### config.mk
export PLATFORM = sky130hd
export DESIGN_NAME = cam_pattern_tx
export DESIGN_NICKNAME = d
export VERILOG_FILES = /design/src/rtl/cam_pattern_tx.sv
export SDC_FILE = /design/constraint.sdc
export NUM_CORES = 1
export LEC_CHECK = 0
export CAP_MARGIN = 5
export CORE_ASPECT_RATIO = 1.5
export CORE_MARGIN = 3
export CORE_UTILIZATION = 57
export CTS_CLUSTER_DIAMETER = 120
export CTS_CLUSTER_SIZE = 40
export DETAILED_ROUTE_END_ITERATION = 6
export GPL_TIMING_DRIVEN = 0
export HOLD_SLACK_MARGIN = 0.03
export PLACE_DENSITY = 0.8
export SETUP_SLACK_MARGIN = 0.2
export SYNTH_ARGS = -nofsm -noshare
export SYNTH_HDL_FRONTEND = slang
export SYNTH_SLANG_ARGS = --single-unit
### constraint.sdc
create_clock -name i_clk -period 2.4 [get_ports i_clk]
set_clock_uncertainty 0.05 [all_clocks]
set_input_delay 0.24 -clock i_clk [delete_from_list [all_inputs] [get_ports i_clk]]
set_output_delay 0.24 -clock i_clk [all_outputs]
set_load 0.03 [all_outputs]
### src/rtl/cam_pattern_tx.sv
// Synthetic OV7670-style DVP transmitter: pclk = i_clk/2, RGB565 high byte first, frame-synchronous patterns.
// Define CAM_PATTERN_CRC_EN to add a per-frame CRC-16-CCITT over active bytes (o_crc/o_crc_valid).
module cam_pattern_tx #(
    parameter int H_ACTIVE = 640,
    parameter int H_TOTAL  = 784,
    parameter int V_SYNC   = 3,
    parameter int V_BACK   = 17,
    parameter int V_ACTIVE = 480,
    parameter int V_TOTAL  = 510
) (
    input  logic        i_clk,
    input  logic        i_rst,
    input  logic        i_enable,
    input  logic [1:0]  i_pattern,
    input  logic [15:0] i_solid,
    output logic        o_cam_pclk,
    output logic        o_cam_vsync,
    output logic        o_cam_href,
    output logic [7:0]  o_cam_data,
    output logic        o_sof,
    output logic        o_busy
`ifdef CAM_PATTERN_CRC_EN
    ,
    output logic [15:0] o_crc,
    output logic        o_crc_valid
`endif
);

    localparam int H_W   = $clog2(2 * H_TOTAL + 1);
    localparam int V_W   = $clog2(V_TOTAL + 1);
    localparam int BAR_W = $clog2(H_ACTIVE / 8 + 1);

    localparam logic [H_W-1:0]   H_LAST     = H_W'(2 * H_TOTAL - 1);
    localparam logic [H_W-1:0]   H_ACT_END  = H_W'(2 * H_ACTIVE);
    localparam logic [H_W-1:0]   H_ONE      = H_W'(1);
    localparam logic [V_W-1:0]   V_LAST     = V_W'(V_TOTAL - 1);
    localparam logic [V_W-1:0]   V_SYNC_END = V_W'(V_SYNC);
    localparam logic [V_W-1:0]   V_ACT_BEG  = V_W'(V_SYNC + V_BACK);
    localparam logic [V_W-1:0]   V_ACT_END  = V_W'(V_SYNC + V_BACK + V_ACTIVE);
    localparam logic [V_W-1:0]   V_ONE      = V_W'(1);
    localparam logic [BAR_W-1:0] BAR_LAST   = BAR_W'(H_ACTIVE / 8 - 1);
    localparam logic [BAR_W-1:0] BAR_ONE    = BAR_W'(1);

    typedef enum logic {S_IDLE, S_RUN} state_t;

    function automatic logic [15:0] bar_colour(input logic [2:0] idx);
        logic [15:0] c;
        case (idx)
            3'd0:    c = 16'hFFFF;
            3'd1:    c = 16'hFFE0;
            3'd2:    c = 16'h07FF;
            3'd3:    c = 16'h07E0;
            3'd4:    c = 16'hF81F;
            3'd5:    c = 16'hF800;
            3'd6:    c = 16'h001F;
            default: c = 16'h0000;
        endcase
        return c;
    endfunction

    state_t           state_q;
    logic             pclk_q;
    logic [H_W-1:0]   h_q;
    logic [V_W-1:0]   v_q;
    logic [2:0]       bar_q;
    logic [BAR_W-1:0] inbar_q;
    logic [1:0]       pat_q;
    logic [15:0]      solid_q;
    logic             vsync_q;
    logic             href_q;
    logic [7:0]       data_q;
    logic             sof_q;
    logic             busy_q;

    logic             run_tick;
    logic             h_wrap;
    logic             v_wrap;
    logic             frame_end;
    logic             start_frame;
    logic [V_W-1:0]   y_lin;
    logic [5:0]       x_hi;
    logic             x_b5;
    logic             y_b5;
    logic [15:0]      pix;
    logic             vsync_d;
    logic             href_d;
    logic [7:0]       data_d;

    always_comb begin
        run_tick    = pclk_q && (state_q == S_RUN);
        h_wrap      = (h_q == H_LAST);
        v_wrap      = (v_q == V_LAST);
        frame_end   = run_tick && h_wrap && v_wrap;
        start_frame = i_enable && ((pclk_q && (state_q == S_IDLE)) || frame_end);

        // x = h>>1, so x[7:2] = h[8:3] and x[5] = h[6]
        x_hi  = 6'(h_q >> 3);
        x_b5  = 1'(h_q >> 6);
        y_lin = v_q - V_ACT_BEG;
        y_b5  = 1'(y_lin >> 5);

        pix = 16'h0000;
        case (pat_q)
            2'd0:    pix = bar_colour(bar_q);
            2'd1:    pix = {x_hi[5:1], x_hi, x_hi[5:1]};
            2'd2:    pix = solid_q;
            default: pix = (x_b5 ^ y_b5) ? 16'hFFFF : 16'h0000;
        endcase

        vsync_d = (v_q < V_SYNC_END);
        href_d  = (v_q >= V_ACT_BEG) && (v_q < V_ACT_END) && (h_q < H_ACT_END);
        data_d  = href_d ? (h_q[0] ? pix[7:0] : pix[15:8]) : 8'h00;
    end

    always_ff @(posedge i_clk) begin
        if (i_rst) begin
            state_q <= S_IDLE;
            pclk_q  <= 1'b0;
            h_q     <= '0;
            v_q     <= '0;
            bar_q   <= '0;
            inbar_q <= '0;
            pat_q   <= '0;
            solid_q <= '0;
            vsync_q <= 1'b0;
            href_q  <= 1'b0;
            data_q  <= 8'h00;
            sof_q   <= 1'b0;
            busy_q  <= 1'b0;
        end else begin
            pclk_q <= ~pclk_q;
            sof_q  <= start_frame;

            if (start_frame) begin
                state_q <= S_RUN;
                busy_q  <= 1'b1;
                pat_q   <= i_pattern;
                solid_q <= i_solid;
                h_q     <= '0;
                v_q     <= '0;
                bar_q   <= '0;
                inbar_q <= '0;
            end

            // Outputs and counters move only on the edge where pclk falls
            if (run_tick) begin
                vsync_q <= vsync_d;
                href_q  <= href_d;
                data_q  <= data_d;
                if (h_wrap) begin
                    h_q     <= '0;
                    bar_q   <= '0;
                    inbar_q <= '0;
                    v_q     <= v_wrap ? '0 : v_q + V_ONE;
                end else begin
                    h_q <= h_q + H_ONE;
                    if (h_q[0]) begin
                        if (inbar_q == BAR_LAST) begin
                            inbar_q <= '0;
                            bar_q   <= bar_q + 3'd1;
                        end else begin
                            inbar_q <= inbar_q + BAR_ONE;
                        end
                    end
                end
                if (frame_end && !i_enable) begin
                    state_q <= S_IDLE;
                    busy_q  <= 1'b0;
                    vsync_q <= 1'b0;
                    href_q  <= 1'b0;
                    data_q  <= 8'h00;
                end
            end
        end
    end

    assign o_cam_pclk  = pclk_q;
    assign o_cam_vsync = vsync_q;
    assign o_cam_href  = href_q;
    assign o_cam_data  = data_q;
    assign o_sof       = sof_q;
    assign o_busy      = busy_q;

`ifdef CAM_PATTERN_CRC_EN
    function automatic logic [15:0] crc16_byte(input logic [15:0] crc, input logic [7:0] b);
        logic [15:0] c;
        c = crc;
        for (int i = 7; i >= 0; i--) begin
            c = (c[15] ^ b[i]) ? ({c[14:0], 1'b0} ^ 16'h1021) : {c[14:0], 1'b0};
        end
        return c;
    endfunction

    logic [15:0] crc_q;
    logic [15:0] crc_out_q;
    logic        crc_valid_q;
    logic [15:0] crc_nxt;
    logic        last_act;

    always_comb begin
        crc_nxt  = crc16_byte(crc_q, data_d);
        last_act = (h_q == H_ACT_END - H_ONE) && (v_q == V_ACT_END - V_ONE);
    end

    always_ff @(posedge i_clk) begin
        if (i_rst) begin
            crc_q       <= 16'h0000;
            crc_out_q   <= 16'h0000;
            crc_valid_q <= 1'b0;
        end else begin
            crc_valid_q <= 1'b0;
            if (start_frame) begin
                crc_q <= 16'hFFFF;
            end else if (run_tick && href_d) begin
                crc_q <= crc_nxt;
                if (last_act) begin
                    crc_out_q   <= crc_nxt;
                    crc_valid_q <= 1'b1;
                end
            end
        end
    end

    assign o_crc       = crc_out_q;
    assign o_crc_valid = crc_valid_q;
`endif

endmodule

## Word-level counts from Yosys, hierarchy flattened

Cells that the tools add are included.

- Memories: 0
- Memory bits (writable): 0
- Bits in latches: 0
- Output and inout bits: 13
- Register bits after elaboration: 62
- Memory bits (read-only): 0
- Bits of input ports: 21
- Word-level logic and storage cells: 80

- Divide/modulo/power cells: 0
- Eq/ne operators: 11
- Multipliers: 0
- $add $sub $neg: 5
- Muxes and demuxes: 31
- Reduce and logical (&&, ||, !) cells: 13
- Bitwise operators: 3
- Shifts and indexed selects: 0
- $lt $le $gt $ge: 4

Operators with widths:

| cell | count |
|---|---|
| one-hot mux 16 bit (7 select lines) | 1 |
| one-hot mux 16 bit (3 select lines) | 1 |
| two-way mux 9 bit | 4 |
| two-way mux 7 bit | 5 |
| two-way mux 11 bit | 3 |
| two-way mux 8 bit | 3 |
| two-way mux 16 bit | 1 |
| two-way mux 3 bit | 5 |
| adder 11 x 1 -> 11 bit, second input constant | 1 |
| == test 11 bit, second input constant | 1 |
| < comparator 11 bit, second input constant | 1 |
| adder 9 x 1 -> 9 bit, second input constant | 1 |
| == test 3 bit, second input constant | 3 |
| == test 9 bit, second input constant | 1 |
| greater-or-equal comparator 9 x 5 -> 1 bit, second input constant | 1 |
| < comparator 9 x 2 -> 1 bit, second input constant | 1 |
| < comparator 9 bit, second input constant | 1 |
| logical AND 1 bit | 8 |
| two-way mux 1 bit | 8 |
| adder 7 x 1 -> 7 bit, second input constant | 1 |
| == test 7 bit, second input constant | 1 |
| == test 3 x 2 -> 1 bit, second input constant | 2 |
| subtractor 6 x 5 -> 6 bit, second input constant | 1 |
| adder 3 x 1 -> 3 bit, second input constant | 1 |
| other kinds (10) | 11 |

## Logic depth before layout (Yosys ltp)

- Word-level depth: 10
- Gate-level depth with buffers: 9
- Depth with buffers taken out: 7

## Worst setup path before layout

Ideal clock, no wire load.

- Path kind: register -> register
- From: register bar_q[0]
- To: register data_q[0], in the netlist o_cam_data[0]
- Library setup time: 0.128 ns
- Arrival: 1.915 ns
- Slack: 0.308 ns
- Path buffers: 0
- Stages on the path, launching flop included: 8
- Path through: dfxtp_1 > ha_1 > ha_1 > nor4_1 > o311ai_0 > a221o_1 > a32oi_1 > nor2_1

- Word-level cells in the longest chain between the ends: 6
- Elaborated cells on any way between the ends: 12
- Those cells by class: eq/ne: 6; mux: 5; reduce/logical: 1

RTL lines:

| element | line | source |
|---|---|---|
| from (decl) | 65 | `logic [2:0] bar_q;` |
| from (signal assigned) | 160 | `bar_q <= bar_q + 3'd1;` |
| == test 3 bit (tied with other cells) | 48 | `case (idx)` |
| one-hot mux 16 bit (7 select lines) * | 48 |  |
| one-hot mux 16 bit (3 select lines) * | 103 | `case (pat_q)` |
| two-way mux 8 bit * (2 in series) | 112 | `data_d = href_d ? (h_q[0] ? pix[7:0] : pix[15:8]) : 8'h00;` |
| two-way mux 8 bit * | 166 | `if (frame_end && !i_enable) begin` |
| to (signal assigned) | 149 | `data_q <= data_d;` |
| to (decl) | 71 | `logic [7:0] data_q;` |

Mark *: on every way between the ends. The rest lies on a longest branch, timed or not.
A chain may end at the register's enable or synchronous reset.

## Worst setup path in the final report

- From: register h_q[8]
- To: register solid_q[2]

- Word-level cells in the longest chain between the ends: 5

RTL lines:

| element | line | source |
|---|---|---|
| from (decl) | 63 | `logic [H_W-1:0] h_q;` |
| from (signal assigned) | 156 | `h_q <= h_q + H_ONE;` |
| == test 11 bit | 91 | `h_wrap = (h_q == H_LAST);` |
| logical AND 1 bit (2 in series) | 93 | `frame_end = run_tick && h_wrap && v_wrap;` |
| logical OR 1 bit | 94 | `start_frame = i_enable && ((pclk_q && (state_q == S_IDLE)) \|\| frame_end);` |
| logical AND 1 bit | 94 |  |
| to (signal assigned) | 138 | `solid_q <= i_solid;` |
| to (decl) | 68 | `logic [15:0] solid_q;` |

No other way between the ends.

==> impl_metrics.csv <==
group,metric,value,unit
drt,routed_wl,9510,um
clock_tree,cts_tree,"done",
timing,rsz0062_at_grt,"true",
power_and_ir_drop,combinationalPowerShare,9.8,%
timing,worstMarginPinSlew,0.716,ns
synth,syn_nets,453,
layout,area_growth,24.1,%
layout,layout.cells.non_filler,549,
timing,setup_violations,0,
die,dieArea,0.00689,sq mm
grt,grt_use_total,28.9,%
placed_design,place_area,0.00379,sq mm
drt,antenna_left,0,
synth,syn_inst,422,
layout,finalInstanceArea,0.00418,sq mm
timing,slew_violations,0,
drt,wl_per_cell,17.3,um
synth,yosys.area_share.simple,24.0,%
power_and_ir_drop,switching_share,24.8,%
synth,synthArstFlopShare,0,%
layout,fillers,444,
drt,drt_pass1_iterations,6,
drt,drc,0,
grt,grt_pass1_wl,15000,um
clock_tree,hold_buffers,0,
synth,synth_cell_types,58,
power_and_ir_drop,power.total,2.20,mW
hold_path,hp-class,"input port to flip-flop",
drt,vias_per_cell,6.44,
synth,synth_top_family_by_area,"compound AO/OA/AOI/OAI gates",
clock_tree,clockBufferDepth,2,
critical_path,cp.arrival,2.32,ns
placed_design,hpwlAfterDp,6640,um
clock_tree,cts_sinks,62,
placed_design,gp_congestion,0.904,
clock_tree,cts.htree.levels,3,
clock_tree,clk_pin_slew,0.07,ns
clock_tree,clk_latency,0.35,ns
power_and_ir_drop,clockPowerShare,42.3,%
power_and_ir_drop,leakage,1.46,nW
timing,fmax,462,MHz
critical_path,crit_type,"flip-flop to flip-flop",
timing,maxSlewHeadroom,51.8,%
die,initial_utilization,60.4,%
synth,netlist_area,0.00337,sq mm
synth,avgSynthCellArea,7.98,sq um
timing,tns,0,ns
synth,synth_edf_count,0,
grt,grt_max_degree,11,
clock_tree,numCtsBuffers,9,
synth,synth_compound_area_share,28.1,%
synth,ys_ff_latch,62,
power_and_ir_drop,power_density,527,mW/mm^2
placed_design,dp_cells,525,
critical_path,cp_max_fo,10,
die,num_io_pins,34,
synth,synth_ff_type,"dfxtp_1",
synth,synth_top_area_cell,"dfxtp_1",
grt,grt-ovfl-total,0,
clock_tree,cts_root_buf,"clkbuf_8",
drt,num_vias,3533,
synth,synth_xor_area_share,0.780,%
synth,yosysWarnings,0,
power_and_ir_drop,seqPwrFrac,47.9,%
layout,drive_gt1_share,12.3,%
die,die_h,100,um
timing,hold_ws,0.397,ns
critical_path,startpoint_type,"flip-flop",
die,rows,33,
grt,first_global_vias,3147,
synth,synthMuxAreaShare,0.892,%
placed_design,io_buffers,33,
run,max-cap-violations,0,
power_and_ir_drop,ir_drop,542,uV
power_and_ir_drop,p_int,1.66,mW
layout,num-nets-final,507,
grt,grt_antenna_before_repair,0,
synth,synth_area_leaders,"dfxtp_1 (37%), a21oi_1 (6.5%), o21ai_0 (5.6%), nand3_1 (4.5%), nand2_1 (4.0%)",
run_status,status,"finished, final reports clean",
synth,synth-seq-area-share,36.8,%
die,die_w,68.8,um
die,coreArea,0.00557,sq mm
layout,diodes,0,
critical_path,worst-endpoint-required,2.56,ns
timing,fin_crit_sh,90.1,%
timing,period_minus_slack,2.16,ns
synth,synthAdderAreaFrac,3.71,%
synth,synth_top_area_share,36.8,%
timing,finalHoldViolCount,0,
critical_path,worst_setup_path_end_kind,"flip-flop",
power_and_ir_drop,p_sw,0.546,mW
drt,drt_iter0_drc,377,
[synthesized netlist by cell type (2+ instances only)]
cell and count:
and3_1 5, ha_1 10, nor3_1 9, buf_6 3
a221o_1 7, dfxtp_1 62, o21ai_0 38, nand3_1 30
nand2_1 36, o21a_1 9, nor4_1 2, nor2_1 25
nand2b_1 8, nand3b_1 2, nand4b_1 2, o31ai_1 3
buf_1 3, or3_1 5, mux2i_1 3, xnor2_1 2
a211oi_1 3, a311oi_1 4, buf_2 7, clkbuf_1 19
and2_1 3, a32oi_1 4, or2_2 2, nor3b_1 2
a211o_1 3, inv_1 11, a22oi_1 8, and4_1 2
o211ai_1 2, a31oi_1 3, nor2b_1 7, a21o_1 3
o22ai_1 3, a21oi_1 44, nand4_1 9
[cell families (layout without fill, tap and decap cells)]
kind of cell	after synthesis	in the layout
AO/OA/AOI/OAI	147	147
adder cells (fa/ha/maj)	10	10
multiplexers	3	3
flip-flops	62	62
XOR/XNOR	3	3
buffers and inverters	43	100
AND/OR/NAND/NOR	154	154
[routing by layer]
| layer | vias to the layer above | track usage, % | wire length, um |
|---|---|---|---|
| li1 | 1662 | - | - |
| met1 | 1654 | 32.3 | 3620 |
| met2 | 166 | 51.3 | 4950 |
| met3 | 51 | 4.26 | 528 |
| met4 | 0 | 14.1 | 414 |
| met5 | - | 0 | 0 |
[state kept, by name, indices dropped and copies added (netlist names)]
| name | count |
|---|---|
| pat_q | 2 |
| inbar_q | 7 |
| o_busy | 1 |
| o_cam_pclk | 1 |
| o_cam_vsync | 1 |
| o_cam_href | 1 |
| state_q | 1 |
| o_cam_data | 8 |
| v_q | 9 |
| bar_q | 3 |
| o_sof | 1 |
| solid_q | 16 |
| h_q | 11 |
[stage by stage]
step / setup WS, ns / util [%]
finish: 0.237 / 75.0
CTS: 0.189 / 72.2
detailed placement: -0.171 / 67.9
global route: 0.140 / 75.0
global placement: -0.145 / 67.9
floorplan: 0.308 / -
[placed cells by master (no fill, tap or decap), drive strengths merged, types with 23 or more instances in the layout]
cell,synthesis,layout
nand3,30,30
dfxtp,62,62
nor2,25,25
a21oi,44,44
nand2,36,36
buf,13,23
clkdlybuf4s50,0,33
clkbuf,19,30
o21ai,38,38
[power by group through the flow]
stage | Combinational, mW | Sequential [mW] | Clock (mW)
finish | 0.215 | 1.06 | 0.932
global route | 0.233 | 1.06 | 0.972
CTS | 0.199 | 1.06 | 0.933
detailed placement | 0.197 | 1.08 | 0
global placement | 0.194 | 1.08 | 0
floorplan | 0.109 | 1.08 | 0
[final timing paths]
| path | from | to | slack (ns) | depth (start not counted) |
|---|---|---|---|---|
| setup / recovery | h_q[8]$_SDFFE_PP0P_ | solid_q[2]$_SDFFE_PP0P_ | 0.24 | 7 |
| hold / removal | i_solid[0] | solid_q[0]$_SDFFE_PP0P_ | 0.40 | 3 |
| setup reg to reg | h_q[8]$_SDFFE_PP0P_ | solid_q[2]$_SDFFE_PP0P_ | 0.24 | 7 |
| hold reg to reg | o_cam_data[1]$_SDFFE_PP0N_ | o_cam_data[1]$_SDFFE_PP0N_ | 0.41 | 2 |
[repair_timing]
action                     in CTS  in global routing
gates resized for setup         6                 24
setup buffers                   2                  8
pin swaps                       2                  4
setup endpoints to repair      25                 37
[layout make-up]
cell class / count / area (sq um) / share of cell area (%)
plain buffers: 32 / 156 / 3.74
inverters: 11 / 41.3 / 0.987
repair buffers: 43 / 405 / 9.69
clock inverters: 3 / 45.0 / 1.08
multi-input cells: 317 / 2050 / 49.0
flip-flops and latches: 62 / 1240 / 29.8
well taps: 70 / 87.6 / 2.09
clock buffers: 11 / 151 / 3.62
[worst max-delay path, stage by stage (launching register included)]
cell and delay (ns):
dfxtp_1 0.30, buf_2 0.19, or4b_4 0.54, nor3_4 0.28, a21oi_4 0.15, clkbuf_2 0.20
o21ai_0 0.23, a21oi_2 0.08
No activity file was read; power rests on OpenSTA's default activity.
